**src/rtl/wide_add_ctrl_if.sv**
```systemverilog
// Operand/result bundle for the multi-cycle wide adder.
// master drives the request side, slave is the adder.
interface wide_add_ctrl_if #(
  parameter int N     = 16,
  parameter int WORDS = 4
);
  localparam int W = N * WORDS;

  logic         start;
  logic         sub;
  logic [W-1:0] a;
  logic [W-1:0] b;
  logic         busy;
  logic         done;
  logic [W-1:0] sum;
  logic         cout;
  logic         ovf;

  modport master (
    output start, sub, a, b,
    input  busy, done, sum, cout, ovf
  );

  modport slave (
    input  start, sub, a, b,
    output busy, done, sum, cout, ovf
  );
endinterface

```
**src/rtl/wide_add_ctrl.sv**
```systemverilog
// Wide add/sub built from one N-bit slice reused once per cycle.
// Result words fill in LSB first; done marks the final value.
module wide_add_ctrl #(
  parameter int N     = 16,
  parameter int WORDS = 4
) (
  input  logic          clk,
  input  logic          rst,
  wide_add_ctrl_if.slave bus
);
  localparam int IW = (WORDS > 1) ? $clog2(WORDS) : 1;

  typedef enum logic [1:0] {
    IDLE,
    RUN,
    DONE
  } state_t;

  state_t                   state_q, state_d;
  logic [IW-1:0]            idx_q, idx_d;
  logic                     cy_q, cy_d;
  logic                     sub_q, sub_d;
  logic [WORDS-1:0][N-1:0]  a_q, a_d;
  logic [WORDS-1:0][N-1:0]  b_q, b_d;
  logic [WORDS-1:0][N-1:0]  sum_q, sum_d;
  logic                     cout_q, cout_d;
  logic                     ovf_q, ovf_d;
  logic                     busy_q, busy_d;
  logic                     done_q, done_d;

  logic [N-1:0]             a_w;
  logic [N-1:0]             bx;
  logic [N-1:0]             s;
  logic                     c;
  logic                     last;

  always_comb begin
    state_d = state_q;
    idx_d   = idx_q;
    cy_d    = cy_q;
    sub_d   = sub_q;
    a_d     = a_q;
    b_d     = b_q;
    sum_d   = sum_q;
    cout_d  = cout_q;
    ovf_d   = ovf_q;

    a_w      = a_q[idx_q];
    bx       = sub_q ? ~b_q[idx_q] : b_q[idx_q];
    {c, s}   = {1'b0, a_w} + {1'b0, bx} + {{N{1'b0}}, cy_q};
    last     = (idx_q == IW'(WORDS - 1));

    unique case (state_q)
      IDLE: begin
        if (bus.start) begin
          state_d = RUN;
          a_d     = bus.a;
          b_d     = bus.b;
          sub_d   = bus.sub;
          idx_d   = '0;
          cy_d    = bus.sub;
        end
      end
      RUN: begin
        sum_d[idx_q] = s;
        cy_d         = c;
        // Hold idx on the top slice so it never wraps.
        if (last) begin
          state_d = DONE;
          cout_d  = c;
          ovf_d   = (a_w[N-1] == bx[N-1]) &&
                    (s[N-1] != a_w[N-1]);
        end else begin
          idx_d = idx_q + IW'(1);
        end
      end
      DONE: state_d = IDLE;
      default: state_d = IDLE;
    endcase

    busy_d = (state_d != IDLE);
    done_d = (state_d == DONE);
  end

  always_ff @(posedge clk) begin
    if (rst) begin
      state_q <= IDLE;
      idx_q   <= '0;
      cy_q    <= 1'b0;
      sub_q   <= 1'b0;
      a_q     <= '0;
      b_q     <= '0;
      sum_q   <= '0;
      cout_q  <= 1'b0;
      ovf_q   <= 1'b0;
      busy_q  <= 1'b0;
      done_q  <= 1'b0;
    end else begin
      state_q <= state_d;
      idx_q   <= idx_d;
      cy_q    <= cy_d;
      sub_q   <= sub_d;
      a_q     <= a_d;
      b_q     <= b_d;
      sum_q   <= sum_d;
      cout_q  <= cout_d;
      ovf_q   <= ovf_d;
      busy_q  <= busy_d;
      done_q  <= done_d;
    end
  end

  assign bus.busy = busy_q;
  assign bus.done = done_q;
  assign bus.sum  = sum_q;
  assign bus.cout = cout_q;
  assign bus.ovf  = ovf_q;
endmodule

```
**src/flat_wrapper.sv**
```systemverilog
// flat-port wrapper written by rule: the top's interface ports become plain ports
module wide_add_ctrl_flat 
#(
  parameter int N     = 16,
  parameter int WORDS = 4
)
  (clk, rst, bus_start, bus_sub, bus_a, bus_b, bus_busy, bus_done, bus_sum, bus_cout, bus_ovf);
  wide_add_ctrl_if #(.N(N), .WORDS(WORDS)) bus_i ();
  input  logic clk;
  input  logic rst;
  input wire logic [$bits(bus_i.start)-1:0] bus_start;
  input wire logic [$bits(bus_i.sub)-1:0] bus_sub;
  input wire logic [$bits(bus_i.a)-1:0] bus_a;
  input wire logic [$bits(bus_i.b)-1:0] bus_b;
  output wire logic [$bits(bus_i.busy)-1:0] bus_busy;
  output wire logic [$bits(bus_i.done)-1:0] bus_done;
  output wire logic [$bits(bus_i.sum)-1:0] bus_sum;
  output wire logic [$bits(bus_i.cout)-1:0] bus_cout;
  output wire logic [$bits(bus_i.ovf)-1:0] bus_ovf;
  assign bus_i.start = bus_start;
  assign bus_i.sub = bus_sub;
  assign bus_i.a = bus_a;
  assign bus_i.b = bus_b;
  assign bus_busy = bus_i.busy;
  assign bus_done = bus_i.done;
  assign bus_sum = bus_i.sum;
  assign bus_cout = bus_i.cout;
  assign bus_ovf = bus_i.ovf;
  wide_add_ctrl #(.N(N), .WORDS(WORDS)) u_core (.clk(clk), .rst(rst), .bus(bus_i));
endmodule
```
**config.mk**
```make
export PLATFORM = sky130hd
export DESIGN_NAME = wide_add_ctrl_flat
export DESIGN_NICKNAME = d
export VERILOG_FILES = /design/src/rtl/wide_add_ctrl_if.sv /design/src/rtl/wide_add_ctrl.sv /design/src/flat_wrapper.sv
export SDC_FILE = /design/constraint.sdc
export NUM_CORES = 1
export LEC_CHECK = 0
export ABC_AREA = 0
export BUFFER_PORTS_ARGS = -buffer_cell sky130_fd_sc_hd__clkbuf_2
export CAP_MARGIN = 20
export CORE_MARGIN = 4
export CORE_UTILIZATION = 49
export CTS_BUF_LIST = sky130_fd_sc_hd__clkbuf_8
export CTS_CLUSTER_DIAMETER = 120
export DETAILED_ROUTE_END_ITERATION = 6
export PLACE_DENSITY = 0.82
export SLEW_MARGIN = 30
export SYNTH_ARGS = -nofsm -noshare
export SYNTH_HDL_FRONTEND = slang
export SYNTH_SLANG_ARGS = --single-unit
```
**constraint.sdc**
```tcl
create_clock -name clk -period 3.45 [get_ports clk]
set_input_delay 0.69 -clock clk [delete_from_list [all_inputs] [get_ports clk]]
set_output_delay 0.69 -clock clk [all_outputs]
set_load 0.02 [all_outputs]
```
==> metrics.txt, run 1 <==
CP endpoint kind=flip-flop; iteration-0 DRC count of the detailed router=~600; vias per cell=5.40; internal power=0.00391 W; Sw Ratio=0.281; ys async rst share=0; total CTS buffers=35; # DRC=0; max capacitance violation total=0; layout cells sized above 1=0.251; DR vias=roughly 8000; Peak supply drop=310 uV; outcome=finished, final reports clean; EDFF count, synth=0; Crit path top cell by count=fa_1; post-DR wirelength/cell=16.2 um; placed cell areas=10000 um^2; Crit path required time=roughly 3.9 ns; Avg Cell Area, Syn=8.40 um^2; Slew @ Worst Pin=0.796 ns; routed wire length=23900 um; RSZ-0062 raised after global routing=no; Reg clk slew, reported paths=0.06 ns; H-tree depth=2; Placement Rows=49; Fin. Hold Viols=0; Max Clock Skew=0.0244 ns; top cells by area, synth=dfxtp_1, nand2_1, a21oi_1; clock sink count=slightly above 200; Cells after Synth=~1100; Min-Delay Path Class=in -> reg; vias in the first global route=7538; first drt pass iteration count=5; Setup violations, final=0; Die ar.=20400 um^2; hold path depth=3; max layer used=met4; count leader, synth=nand2_1; placed wire-length estimate=16900 um; net count reported at finish=1383; synthesis warning total=0; post-synthesis register bit count=202; # diodes=0; worst path arrival time=3.69 ns; period utilisation layout=0.940; Place WS=0.176 ns; final slew viol count=0; Post-CTS Setup Inserts=0; setup TNS=0 ns; mux contribution to synthesized area=0.0823; Max stage delay on crit path=around 0.55 ns; clk_lat worst skew=~0.52 ns; final worst setup slack=about 0.21 ns; Cell Area, Synth=8890 um^2; Logic pwr share=0.161; met3 wire len=between 1500 and 2000 um; met2 routed wirelength=between 10000 and 15000 um; total gr overflow=0; fillers=between 1500 and 2000; post-synthesis compound-gate area fraction=0.151; adder-cell share of the synthesized area=0.0312; first-pass GRT wire length=between 30000 and 40000 um; largest net degree at the start of global routing=130; Max Freq=308 MHz; static leakage=about 4.5 nW; post-synthesis cell type count=53; synthesis-to-layout area growth=20.3%; Reg2Reg Depth=11; share of the synthesized area in the top cell type=0.455; CP Max Fanout=5; remaining antenna violation count=0; CP startpoint kind=flip-flop; Mapped Nets=between 1000 and 1500; routability congestion estimate=around 0.92; Clk pwr share=0.375; Root Buffer=clkbuf_8; main combinational cell family by area after synthesis=simple AND/OR/NAND/NOR gates; I/O pins=200; critical path's slowest cell=mux4_2; CTS max path bufs=3; initial antenna violation count=0; Seq/Total Area, Yosys=0.455; crit path time final=3.24 ns; top cells by instance count after synthesis=nand2_1, dfxtp_1, a21oi_1; Post-Synth XOR/XNOR Area=0.0246; starting density of the core=0.497; sequential cell fraction of total power=0.464; GRT Overall Usage=0.230; max-slew headroom at the worst pin=0.465; P_sw=0.00153 W; final instance area=10700 um^2; Core Footprint=17900 um^2; Synth area leader=dfxtp_1; # port buffers=199; Die H=143 um; Die Span X=143 um; M1 WL=10400 um; crit-path cells=mux4_2, xnor2_2, fa_1, inv_1, fa_1, a21o_1, nand4_1, a21oi_2, a311o_1, or3_4, o21ai_1; Simple-Gate Fraction of Synth Area=0.216; CTS tree=done; ys flop type=dfxtp_1; CP Class=reg -> reg; Power per Cell Area=about 510 nW/um^2
-- worst max-delay path: cells and delay by family (launching register included) --
| kind | cells | cell delay, ns |
|---|---|---|
| adder cells (fa/ha/maj) | 2 | 0.62 |
| flip-flops | 1 | 0.41 |
| buffers and inverters | 1 | 0.05 |
| AND/OR/NAND/NOR | 2 | 0.56 |
| XOR/XNOR | 1 | 0.17 |
| multiplexers | 1 | 0.55 |
| AO/OA/AOI/OAI | 4 | 0.82 |
-- area by class of cell --
type | instances | area [um^2] | share of cell area
clock buffers | 43 | 592 | 0.0553
clock inverters | 12 | 56.3 | 0.00526
inverters | 8 | 30.0 | 0.00281
multi-input cells | 767 | 4510 | 0.421
flip-flops and latches | 202 | 4050 | 0.378
well taps | 229 | 287 | 0.0268
repair buffers | 216 | 1180 | 0.110
-- what timing repair did --
item / in CTS / in global routing
hold buffers: 0 / 0
gates resized for setup: 0 / 2
hold endpoints to repair: 0 / 0
endpoints found under the setup margin: 0 / 10
-- sequential cells by signal, summed over array words and instances, names as in the netlist --
register	cells
u_core.sub_q	1
u_core.b_q	64
u_core.state_q	2
u_core.bus.cout	1
u_core.idx_q	2
u_core.a_q	64
u_core.bus.done	1
u_core.bus.sum	64
u_core.bus.ovf	1
u_core.bus.busy	1
u_core.cy_q	1
-- placed cells by master, fill, tap and decap left out, drive strengths merged, types with 18 or more instances in the layout --
| cell type | instances |
|---|---|
| dfxtp | 202 |
| clkbuf | 241 |
| a21oi | 174 |
| nand2 | 338 |
| o21ai | 23 |
| mux4 | 32 |
| ha | 19 |
| nor2 | 36 |
| buf | 18 |
| nand3b | 22 |
-- per-stage QoR --
step | power (W) | hold WS [ns] | util | instances
after detailed placement | 0.00343 | 0.446 | 0.561 | 1422
after CTS | 0.00547 | 0.365 | 0.597 | 1477
after global routing | 0.00567 | 0.375 | 0.598 | 1477
final | 0.00544 | 0.390 | 0.598 | 1477
after floorplan | 0.00313 | 0.433 | - | 1059
after global placement | 0.00341 | 0.439 | 0.561 | 1422
-- per-layer routing --
layer | track usage | vias to the layer above
met5 | 0 | -
met4 | 0.0960 | 0
met1 | 0.308 | 3680
met3 | 0.0392 | 59
li1 | - | 3939
met2 | 0.371 | 301
-- power groups by stage --
stage | logic (W) | clock network [W] | registers [W]
after floorplan | 0.000557 | 0 | 0.00257
after global placement | 0.000848 | 0 | 0.00256
after detailed placement | 0.000865 | 0 | 0.00257
after CTS | 0.000870 | 0.00208 | 0.00252
after global routing | 0.000962 | 0.00218 | 0.00253
final | 0.000877 | 0.00204 | 0.00252
-- logic make-up (layout without fill, tap and decap cells) --
| family | Yosys count | in the layout |
|---|---|---|
| flip-flops | 202 | 202 |
| buffers and inverters | 90 | 279 |
| AND/OR/NAND/NOR | 449 | 449 |
| AO/OA/AOI/OAI | 239 | 239 |
| multiplexers | 33 | 33 |
| XOR/XNOR | 25 | 25 |
| adder cells (fa/ha/maj) | 21 | 21 |
-- final timing paths --
path	start	endpoint	slack, ns
min	bus_b[51]	u_core.b_q[51]	0.39
min reg2reg	u_core.bus.sum[5]	u_core.bus.sum[5]	0.45
max reg2reg	u_core.idx_q[0]	u_core.bus.sum[30]	0.21
max	u_core.idx_q[0]	u_core.bus.sum[30]	0.21
Note: power is estimated with default switching activity, not from simulation.
==> run 2: changes to the inputs <==
Settings changed: BUFFER_PORTS_ARGS -buffer_cell sky130_fd_sc_hd__clkbuf_2 to -buffer_cell sky130_fd_sc_hd__buf_2, PLACE_DENSITY 0.82 to 0.76.
==> run 2 against run 1 <==
  * Setup slack better by 0.0014 ns
  * Sequential share of layout area is 0.22 points lower
  * Final cell count is 0.34% higher
  * First-iteration DRC count is 3.9% lower
  * Fmax hardly changed
  * Register-to-register slack hardly changed
  * Clock power is 5% higher
  * Critical endpoint is now u_core.bus.sum[14]
  * Largest cell class unchanged
==> metrics.txt, run 2 (synthesized netlist as in run 1, its figures left out) <==
outcome=finished, final reports clean; layout cells sized above 1=0.253; dpl cells=1426; vias in the first global route=7335; Crit path required time=3.87 ns; R2R setup slack=0.21 ns; vias per cell=5.32; hold_sp=bus_a[28]; DR vias=7889; CP Max Fanout=4; GRT Overall Usage=0.225; Root Buffer=clkbuf_8; worst path arrival time=3.67 ns; Post-CTS Setup Inserts=0; routability congestion estimate=0.853; WHS Endpoint=u_core.a_q[28]; CTS tree=done; final worst setup slack=between 0.2 and 0.25 ns; # port buffers=199; Placement Rows=between 40 and 50; Peak supply drop=391 uV; fillers=1611; total gr overflow=0; static leakage=~4.6 nW; Place WS=0.156 ns; Core Footprint=between 15000 and 20000 um^2; met2 routed wirelength=roughly 11000 um; first drt pass iteration count=5; Slew @ Worst Pin=0.797 ns; max layer used=met4; commonest cells after routing, fill and taps aside=nand2_1, dfxtp_1, buf_2; CTS max path bufs=3; H-tree depth=2; largest net degree at the start of global routing=90; Min-Delay Path Class=in -> reg; CP endpoint kind=flip-flop; initial antenna violation count=0; max-slew headroom at the worst pin=0.465; CP Class=reg -> reg; CP startpoint kind=flip-flop; iteration-0 DRC count of the detailed router=560; clock sink count=202; # diodes=0; Fin. Hold Viols=0; Die Span X=roughly 140 um; Reg clk slew, reported paths=0.07 ns; Reg2Reg Depth=11; Setup violations, final=0; synthesis-to-layout area growth=21.1%; reg2reg end=u_core.bus.sum[14]; remaining antenna violation count=0; starting density of the core=0.497; setup TNS=0 ns; first-pass GRT wire length=~37000 um; Max Freq=just over 300 MHz; Die H=143 um; RSZ-0062 raised after global routing=no; hold buffer count at cts=0; met3 wire len=2040 um; I/O pins=200; crit path time final=~3.2 ns; clk_lat worst skew=0.52 ns; Die ar.=20400 um^2; r2r startpoint=u_core.idx_q[0]; net count reported at finish=between 1000 and 1500; post-DR wirelength/cell=16.1 um; Critical Path Start=u_core.idx_q[0]; hold path depth=3; max capacitance violation total=0; Finished Layout Cells=1482; Power per Cell Area=514 nW/um^2; M1 WL=10100 um; final slew viol count=0; period utilisation layout=0.940; commonest non-fill, non-tap cell in the layout=nand2_1; Max Clock Skew=0.0260 ns; placed wire-length estimate=17400 um; routed wire length=23900 um; total CTS buffers=34; # DRC=0
-- run 2: through the flow --
stage | hold slack, ns | power (W) | utilization | instance area, um^2
after floorplan | 0.433 | 0.00313 | - | 8900
after global placement | 0.440 | 0.00341 | 0.563 | 10100
after detailed placement | 0.444 | 0.00343 | 0.563 | 10100
after CTS | 0.392 | 0.00556 | 0.601 | 10800
after global routing | 0.399 | 0.00578 | 0.602 | 10800
final | 0.410 | 0.00553 | 0.602 | 10800
-- run 2: cell type report --
| cell class | instances | area, um^2 | area share |
|---|---|---|---|
| clock inverters | 12 | 83.8 | 0.00778 |
| clock buffers | 44 | 606 | 0.0562 |
| inverters | 8 | 30.0 | 0.00279 |
| flip-flops and latches | 202 | 4050 | 0.376 |
| multi-input cells | 767 | 4510 | 0.418 |
| repair buffers | 220 | 1210 | 0.112 |
| well taps | 229 | 287 | 0.0266 |
-- run 2: repair_timing --
action,4_1_cts,5_1_grt
resized for setup,0,2
setup endpoints to repair,0,5
hold endpoints to repair,0,0
-- run 2: how the worst max path moves through the flow --
stage,depth (start not counted),slack (ns),end
CTS,11,0.12,u_core.bus.sum[14]
finish,11,0.21,u_core.bus.sum[14]
floorplan,13,0.004,u_core.bus.sum[62]
global placement,11,0.27,u_core.bus.sum[46]
detailed placement,11,0.16,u_core.bus.sum[14]
global route,11,0.03,u_core.bus.sum[30]
-- run 2: where the power goes --
group / leakage, nW / internal, W / total [W] / switching, W
clock network: 0.383 / 0.00122 / 0.00214 / 0.000929
logic: 2.56 / 0.000342 / 0.000874 / 0.000532
registers: 1.65 / 0.00245 / 0.00252 / 0.0000647
-- run 2: worst max-delay path, stage by stage (launching register included) --
cell and delay [ns]:
dfxtp_4 0.40, mux4_2 0.55, xnor2_2 0.19, fa_1 0.21, inv_1 0.05, fa_1 0.41, a21o_1 0.22, nand4_1 0.13
a21oi_2 0.09, a311o_1 0.35, or3_4 0.42, o21ai_2 0.14
-- run 2: routing by layer --
layer | global-route usage | up-vias
met4 | 0.0810 | 0
li1 | - | 3944
met1 | 0.300 | 3596
met5 | 0 | -
met3 | 0.0492 | 42
met2 | 0.360 | 307
==> run 3: changes to the inputs <==
Settings changed: RECOVER_POWER from default to 25.
==> run 3 against run 2 <==
  * Clock skew up 0.0031 ns
  * Critical path depth is the same
  * Fmax about the same
  * Sequential power hardly changed
  * Hold slack better by 0.0025 ns
  * Highest routed layer unchanged
  * Core utilization fell by 0.45 points
  * Critical endpoint unchanged
  * Die area did not move
  * Flip-flop and latch count is the same
  * Largest power group unchanged
  * Non-clock buffer count stayed put
  * Clock power about the same
  * Setup slack is essentially flat
  * Combinational power shrank 0.5%
==> metrics.txt, run 3 (synthesized netlist as in run 1, its figures left out) <==
total CTS buffers=34; kind of cell adding the most delay to the critical path=compound AO/OA/AOI/OAI gates; static leakage=4.32 nW; Die ar.=20400 um^2; post-DR wirelength/cell=roughly 16 um; critical path's slowest cell=mux4_2; DR vias=7874; Die Span X=~140 um; clock sink count=202; P_sw=0.00152 W; layout cells sized above 1=0.203; # diodes=0; Post-CTS Setup Inserts=0; Logic pwr share=0.157; Core Footprint=17900 um^2; initial antenna violation count=0; Setup violations, final=0; largest net degree at the start of global routing=90; setup TNS=0 ns; remaining antenna violation count=0; # port buffers=a little under 200; most crowded layer after global routing=met2; Reg clk slew, reported paths=0.06 ns; period utilisation layout=0.940; Root Buffer=clkbuf_8; Clk pwr share=0.387; H-tree depth=2; final slew viol count=0; r2r startpoint=u_core.idx_q[0]; CTS max path bufs=3; Max Freq=around 310 MHz; max capacitance violation total=0; CP Class=reg -> reg; WHS Endpoint=u_core.a_q[62]; Place WS=about 0.16 ns; met2 usage in global routing=0.360; Crit path required time=3.87 ns; final worst setup slack=0.208 ns; I/O pins=200; Reg2Reg Depth=11; hold_sp=bus_a[62]; net count reported at finish=1386; Max stage delay on crit path=around 0.55 ns; placed wire-length estimate=between 15000 and 20000 um; clk_lat worst skew=0.52 ns; final instance area=between 10000 and 15000 um^2; total gr overflow=0; hold path depth=3; starting density of the core=0.497; internal power=0.00400 W; fillers=between 1500 and 2000; max-slew headroom at the worst pin=0.456; Max Clock Skew=between 0.02 and 0.03 ns; vias per cell=5.31; commonest non-fill, non-tap cell in the layout=nand2_1; routed wire length=about 24000 um; RSZ-0062 raised after global routing=no; first-pass GRT wire length=between 30000 and 40000 um; sequential cell fraction of total power=0.455; Peak supply drop=385 uV; routability congestion estimate=0.853; Power per Cell Area=517 nW/um^2; CP Max Fanout=4; worst path arrival time=3.66 ns; CTS tree=done; Min-Delay Path Class=in -> reg; crit-path cells=mux4_2, xnor2_2, fa_1, inv_1, fa_1, a21o_1, nand4_1, a21oi_2, a311o_1, or3_4, o21ai_2; Global Route met1 Usage=0.300; R2R setup slack=0.21 ns; GRT Overall Usage=0.225; CP startpoint kind=flip-flop; outcome=finished, final reports clean; crit path time final=3.24 ns; Slew @ Worst Pin=between 0.8 and 0.9 ns; synthesis-to-layout area growth=20.2%; Buf/Inv on CP=1; Crit path top cell by count=fa_1; final design utilization=0.597; Placement Rows=49; CP endpoint kind=flip-flop; # DRC=0; GRT met3 Usage=0.0492; first drt pass iteration count=5; Fin. Hold Viols=0; reg2reg end=u_core.bus.sum[14]; placed cell areas=10100 um^2; commonest cells after routing, fill and taps aside=nand2_1, dfxtp_1, a21oi_1; vias in the first global route=7335; Sw Ratio=0.275; Die H=143 um; iteration-0 DRC count of the detailed router=572
-- run 3: worst max path at each step --
stage / startpoint / end / cells past startpoint
2_1_floorplan: u_core.idx_q[1] / u_core.bus.sum[62] / 13
3_3_place_gp: u_core.idx_q[0] / u_core.bus.sum[46] / 11
3_5_place_dp: u_core.idx_q[0] / u_core.bus.sum[14] / 11
4_1_cts: u_core.idx_q[0] / u_core.bus.sum[14] / 11
5_1_grt: u_core.idx_q[0] / u_core.bus.sum[30] / 11
6_report: u_core.idx_q[0] / u_core.bus.sum[14] / 11
-- run 3: metal layers --
layer	routed length [um]	vias up
li1	-	3946
met1	10400	3591
met2	11000	295
met3	1890	42
met4	631	0
met5	0	-
-- run 3: worst register-to-register path, delay by kind of cell (launching register included) --
family	cells	cell delay, ns
AOI/OAI and AO/OA	4	0.81
xor gates and xnor gates	1	0.19
adders and majority gates	2	0.62
buffers and inverters	1	0.05
DFF	1	0.40
muxes	1	0.55
and+or+nand+nor	2	0.55
-- run 3: repair_timing --
item / 4_1_cts / 5_1_grt
endpoints found under the setup margin: 0 / 5
hold buffers: 0 / 0
resized for setup: 0 / 2
-- run 3: metrics by stage --
step | power [W] | hold slack (ns) | instances
5_1_grt | 0.00578 | 0.399 | 1482
3_5_place_dp | 0.00343 | 0.444 | 1426
3_3_place_gp | 0.00341 | 0.440 | 1426
6_report | 0.00553 | 0.413 | 1482
4_1_cts | 0.00556 | 0.392 | 1482
2_1_floorplan | 0.00313 | 0.433 | 1059
-- run 3: power groups by stage --
stage | registers (W) | clock network [W] | logic [W]
after floorplan | 0.00257 | 0 | 0.000557
after global placement | 0.00256 | 0 | 0.000849
after detailed placement | 0.00257 | 0 | 0.000863
after CTS | 0.00252 | 0.00218 | 0.000868
after global routing | 0.00253 | 0.00230 | 0.000956
final | 0.00252 | 0.00214 | 0.000870
-- run 3: final cells by class --
cell class,count,area (um^2),share of cell area
timing repair buffer,220,1130,0.106
sequential,202,4050,0.379
clock buffer,44,606,0.0566
tap,229,287,0.0268
multi-input combinational,767,4510,0.422
inverter,8,30.0,0.00281
clock inverter,12,83.8,0.00784
